===== src/rtl/sm_bsr_chain.sv =====
// Parametrised single-clock boundary-scan data register for the SchoolMIPS debug path.
// Optional 1-bit bypass path is built only when SM_BSR_BYPASS_EN is defined.
module sm_bsr_chain #(
  parameter int               WIDTH       = 32,
  parameter logic [WIDTH-1:0] RESET_VALUE = '0,
  parameter int               CNT_W       = $clog2(WIDTH + 1)
) (
  input  logic             clk,
  input  logic             rst,
  input  logic [WIDTH-1:0] p_data_in,
  output logic [WIDTH-1:0] p_data_out,
  input  logic             s_data_in,
  output logic             s_data_out,
  input  logic             mode,
  input  logic             capture_dr,
  input  logic             shift_dr,
  input  logic             update_dr,
  input  logic             bypass,
  output logic [CNT_W-1:0] bit_cnt,
  output logic             shift_full,
  output logic             upd_done
);

  localparam logic [CNT_W-1:0] CNT_FULL = CNT_W'(WIDTH);
  localparam logic [CNT_W-1:0] CNT_ONE  = CNT_W'(1);

  logic [WIDTH-1:0] shReg_q,   shReg_d;
  logic [WIDTH-1:0] updReg_q,  updReg_d;
  logic [CNT_W-1:0] bitCnt_q,  bitCnt_d;
  logic             updDone_q, updDone_d;
  logic             bypassActive;

`ifdef SM_BSR_BYPASS_EN
  logic bypReg_q, bypReg_d;

  assign bypassActive = bypass;

  always_comb begin
    bypReg_d = bypReg_q;
    if (bypassActive) begin
      if (capture_dr) begin
        bypReg_d = 1'b0;
      end else if (shift_dr) begin
        bypReg_d = s_data_in;
      end
    end
  end

  always_ff @(posedge clk) begin
    if (rst) begin
      bypReg_q <= 1'b0;
    end else begin
      bypReg_q <= bypReg_d;
    end
  end

  assign s_data_out = bypassActive ? bypReg_q : shReg_q[0];
`else
  // Without the bypass feature the select input is tied off to a constant zero.
  assign bypassActive = 1'b0 & bypass;
  assign s_data_out   = shReg_q[0];
`endif

  // Update copies the pre-edge shift contents, so a same-cycle shift never leaks in.
  always_comb begin
    shReg_d   = shReg_q;
    updReg_d  = updReg_q;
    bitCnt_d  = bitCnt_q;
    updDone_d = 1'b0;
    if (!bypassActive) begin
      if (capture_dr) begin
        shReg_d  = p_data_in;
        bitCnt_d = '0;
      end else if (shift_dr) begin
        shReg_d = {s_data_in, shReg_q[WIDTH-1:1]};
        if (bitCnt_q != CNT_FULL) begin
          bitCnt_d = bitCnt_q + CNT_ONE;
        end
      end
      if (update_dr) begin
        updReg_d  = shReg_q;
        updDone_d = 1'b1;
      end
    end
  end

  always_ff @(posedge clk) begin
    if (rst) begin
      shReg_q   <= '0;
      updReg_q  <= RESET_VALUE;
      bitCnt_q  <= '0;
      updDone_q <= 1'b0;
    end else begin
      shReg_q   <= shReg_d;
      updReg_q  <= updReg_d;
      bitCnt_q  <= bitCnt_d;
      updDone_q <= updDone_d;
    end
  end

  assign p_data_out = mode ? updReg_q : p_data_in;
  assign bit_cnt    = bitCnt_q;
  assign shift_full = (bitCnt_q == CNT_FULL);
  assign upd_done   = updDone_q;

endmodule


===== config.mk =====
export PLATFORM = sky130hd
export DESIGN_NAME = sm_bsr_chain
export DESIGN_NICKNAME = d
export VERILOG_FILES = /design/src/rtl/sm_bsr_chain.sv
export SDC_FILE = /design/constraint.sdc
export NUM_CORES = 1
export LEC_CHECK = 0
export CORE_MARGIN = 1.5
export CORE_UTILIZATION = 45
export DETAILED_ROUTE_END_ITERATION = 6
export PLACE_DENSITY_LB_ADDON = 0.1
export SLEW_MARGIN = 0
export SYNTH_ARGS = -nofsm -noshare
export SYNTH_HDL_FRONTEND = slang
export SYNTH_SLANG_ARGS = --single-unit

===== constraint.sdc =====
create_clock -name clk -period 1.3 [get_ports clk]
set_input_delay 0.325 -clock clk [delete_from_list [all_inputs] [get_ports clk]]
set_output_delay 0.325 -clock clk [all_outputs]
set_load 0.03 [all_outputs]

---- Word level (Yosys, flattened, before mapping) ----
Cells that the tools add are included.
cells by class
  multipliers ............................. 0
  reduce and logical (&&, ||, !) cells .... 3
  shift operators ......................... 0
  div/mod/pow operators ................... 0
  mux-type cells .......................... 4
  $lt $le $gt $ge ......................... 0
  equality and inequality tests ........... 2
  add/sub/neg operators ................... 1
  bitwise gates (word level) .............. 0
operators with widths
  cell                   number
  $mux W32               3
  $add A6 B1 Y6 const B  1
  $eq A6 B6 Y1 const B   1
  $ne A6 B6 Y1 const B   1
  $reduce_and A2 Y1      1
  $reduce_bool A2 Y1     1
  $reduce_or A2 Y1       1
  $mux W1                1
storage, ports and cells
  memory bits (writable) .................. 0
  word-level logic and storage cells ...... 14
  output and inout port bits .............. 41
  bits in latches ......................... 0
  bits of input ports ..................... 40
  flip-flop bits (word level) ............. 71
  memories ................................ 0
  memory bits (read-only) ................. 0

---- Logic depth before layout (Yosys ltp) ----
  word-level depth ........................ 2
  mapped depth ............................ 5
  depth with buffers taken out ............ 4

---- Least setup slack after synthesis ----
Ideal clock, no wire load.
  kind .................................... reg-to-output
  start point ............................. reg bitCnt_q[0], in the netlist bit_cnt[0]
  end point ............................... out shift_full
  buffers on the path ..................... 0
  required time ........................... 975 ps
  slack ................................... -236 ps
  arrival ................................. 1211 ps
  stages on the path, launching flop included .. 4
  cells stage by stage .................... dfxtp_1 > inv_1 > ha_1 > and4_1
between the ends
  cells in the longest elaborated chain, start to end .. 1
ends and longest elaborated chain
  what                    line  text
  start, declared         29    logic [CNT_W-1:0] bitCnt_q, bitCnt_d;
  start signal, assigned  96    bitCnt_q <= bitCnt_d;
  $eq A6 B6 Y1            103   assign shift_full = (bitCnt_q == CNT_FULL);
  end, declared           20    output logic shift_full,
No other way between the ends.

---- Final worst setup path ----
  start point ............................. reg bitCnt_q[1], in the netlist bit_cnt[1]
  end point ............................... out shift_full
The elaborated chain is that of the path after synthesis.

==> metrics.yaml <==
outcome: "finished, violations left"
hold_viol: 0
crit_required_ns: 0.98
antennaDiodeCount: 0
fp.dieW_um: 89.7
grt_overflow_total: 0
synth-edff-count: 0
cts-buffers-inserted: 9
drt-initial-drc-count: 102
clock_latency_ns: 0.33
portBuffers: 79
fillers: 580
syn2layout_area_growth_pct: 48.8
core_region_area_sq_mm: 0.00725
synth_seq_cells: 71
wl_per_cell_um: 14.6
slew_violations: 0
tns_ns: -2.54
cts_tree: "built"
ir_worst_vdd_mv: 0.560
finalWirelength_um: 7770
worst_pin_slew_ns: 0.366
routed-wl-met3_um: 263
fmax_ghz: 0.657
ant_nets: 0
period_minus_slack_ns: 1.52
netlist_area_sq_mm: 0.00339
yosysMostFrequentCell: "dfxtp_1"
layout_setup_ws_ns: -0.222
ys.flop_type: "dfxtp_1"
final_util_pct: 69.4
worst_ep_arrival_time_ns: 1.20
synth_area_leaders: "dfxtp_1 42%, mux2_2 21%, mux2i_1 20%, nor2_1 7.4%, buf_2 1.8%"
vias: 2631
yosysTopAreaCell: "dfxtp_1"
grt_max_degree: 47
yosys.cell_types.count: 25
endpoint_kind: "output port"
fin_skew_ns: 0.00603
dp_hpwl_um: 5130
ys_warn_count: 0
syn_nets: 361
drive_gt1_share_pct: 47.1
highest-signal-layer: "met4"
cts.sinks: 71
synthTopCellsByCount: "71 x dfxtp_1, 67 x nor2_1, 66 x mux2i_1"
io_pins: 81
p_per_area_mw_per_mm2: 991
htreeDepth: 3
drc: 0
clockBufferDepth: 2
yosysSeqAreaShare_pct: 42.0
die_h_um: 89.7
startpoint: "bit_cnt[1]"
ctsHoldBuffers: 0
viasPerCell: 4.95
gp_congestion: 0.744
nNetsFinal: 472
slew_headroom_pct: 75.5
reg2regPathDepth: 6
antenna_found_initial: 0
violations: "setup timing"
r2r_setup_slack_ns: 0.05
rows: 31
finalSetupViolCount: 34
synthDominantCellAreaShare_pct: 42.0
grt_util_all_layers_pct: 20.0
die_area_sq_mm: 0.00805
crit_end: "shift_full"
wl_met1_um: 3560
min_path_type: "input port to register"
crit_path_start_kind: "register"
period_share_pct: 117
reg2reg_to: "bit_cnt[2]"
syn_avg_cell_area_sq_um: 10.6
crit_type: "register to output port"
critPathMaxFanout: 2
drtPass1Iterations: 4
dr_wl_met2_um: 3860
grt_pass1_wl_um: 13000
cts.clk_slew.worst_paths_ns: 0.07
grt_setup_unrepaired: "true"
initial_core_util_pct: 46.7
power_leakage_nw: 2.41
first_global_vias: 2664
cap_violations: 0
syn-instance-count: 319
clockRootBuffer: "clkbuf_8"
async_flop_share_pct: 0
hold_depth: 2
r2r-start: "bit_cnt[1]"
[cell usage in the layout, fill, tap and decap left out, types with 4 or more instances in the layout]
cell           netlist  routed
nand2_1              7       6
nor2_1              67      67
dlygate4sd2_1        0      32
clkbuf_8             0      11
buf_4                2      35
buf_16               0       5
mux2i_1             66      66
dfxtp_1             71      42
buf_12               0       8
dfxtp_2              0      27
buf_2               12       4
mux2_4               0      32
buf_6                4      38
mux2_2              62      32
[routing by layer]
layer	global-route usage, %	vias to the layer above
li1	-	1318
met1	25.2	1255
met2	34.3	51
met3	3.64	7
met4	7.14	0
met5	0	-
[worst max-delay path, stage by stage, from the launching register on]
cell and delay (ns):
dfxtp_4 0.36, inv_4 0.05, ha_4 0.12, and4_4 0.21, buf_6 0.12
[how the worst min path moves through the flow]
stage	slack (ns)	startpoint	endpoint
after global routing	0.23	rst	updReg_q[19]
after detailed placement	0.48	updReg_q[2]	updReg_q[2]
final	0.23	rst	updReg_q[19]
after CTS	0.22	rst	updReg_q[19]
after floorplan	0.45	updReg_q[0]	updReg_q[0]
after global placement	0.47	updReg_q[0]	updReg_q[0]
[layout make-up]
class / count / area, sq um / share of cell area (%)
sequential: 71 / 1460 / 29.0
multi-input combinational: 220 / 1960 / 38.8
timing repair buffer: 124 / 1310 / 26.0
clock buffer: 13 / 159 / 3.15
tap: 99 / 124 / 2.46
inverter: 4 / 20.0 / 0.397
clock inverter: 1 / 5.00 / 0.0994
[logic make-up after synthesis]
logic type	share of synthesized area, %
flops	42.0
compound gates	1.37
mux	40.8
xor+xnor	0.517
simple gates	9.94
fa+ha+maj	0.739
buf+inv	4.66
[sequential cells by signal, summed over array words and instances, names as in the netlist]
| register | flops |
|---|---|
| bit_cnt | 6 |
| shReg_q | 32 |
| updReg_q | 32 |
| upd_done | 1 |
[power by group]
group	switching, mW	internal (mW)	leakage (nW)
combinational	0.507	0.626	1.73
sequential	0.0705	2.28	0.595
clock	0.729	0.775	0.0854
total	1.31	3.68	2.41
[through the flow]
step           instances  power, mW  hold slack (ns)  setup slack, ns  instance area [sq um]
6_report             532       4.99            0.227           -0.222                   5040
5_1_grt              532       5.21            0.231           -0.267                   5040
4_1_cts              532       5.04            0.222           -0.241                   4990
3_5_place_dp         513       3.47            0.485           -0.669                   4620
3_3_place_gp         513       3.45            0.470           -0.656                   4620
2_1_floorplan        319       3.05            0.454          -0.0150                   3550
[repair_timing]
action	CTS	global route
setup endpoints to repair	37	38
gates cloned	4	0
resized for setup	290	20
hold endpoints to repair	0	0
setup buffers	1	0
pin swaps	1	2
Note: power is estimated with default switching activity, not from simulation.
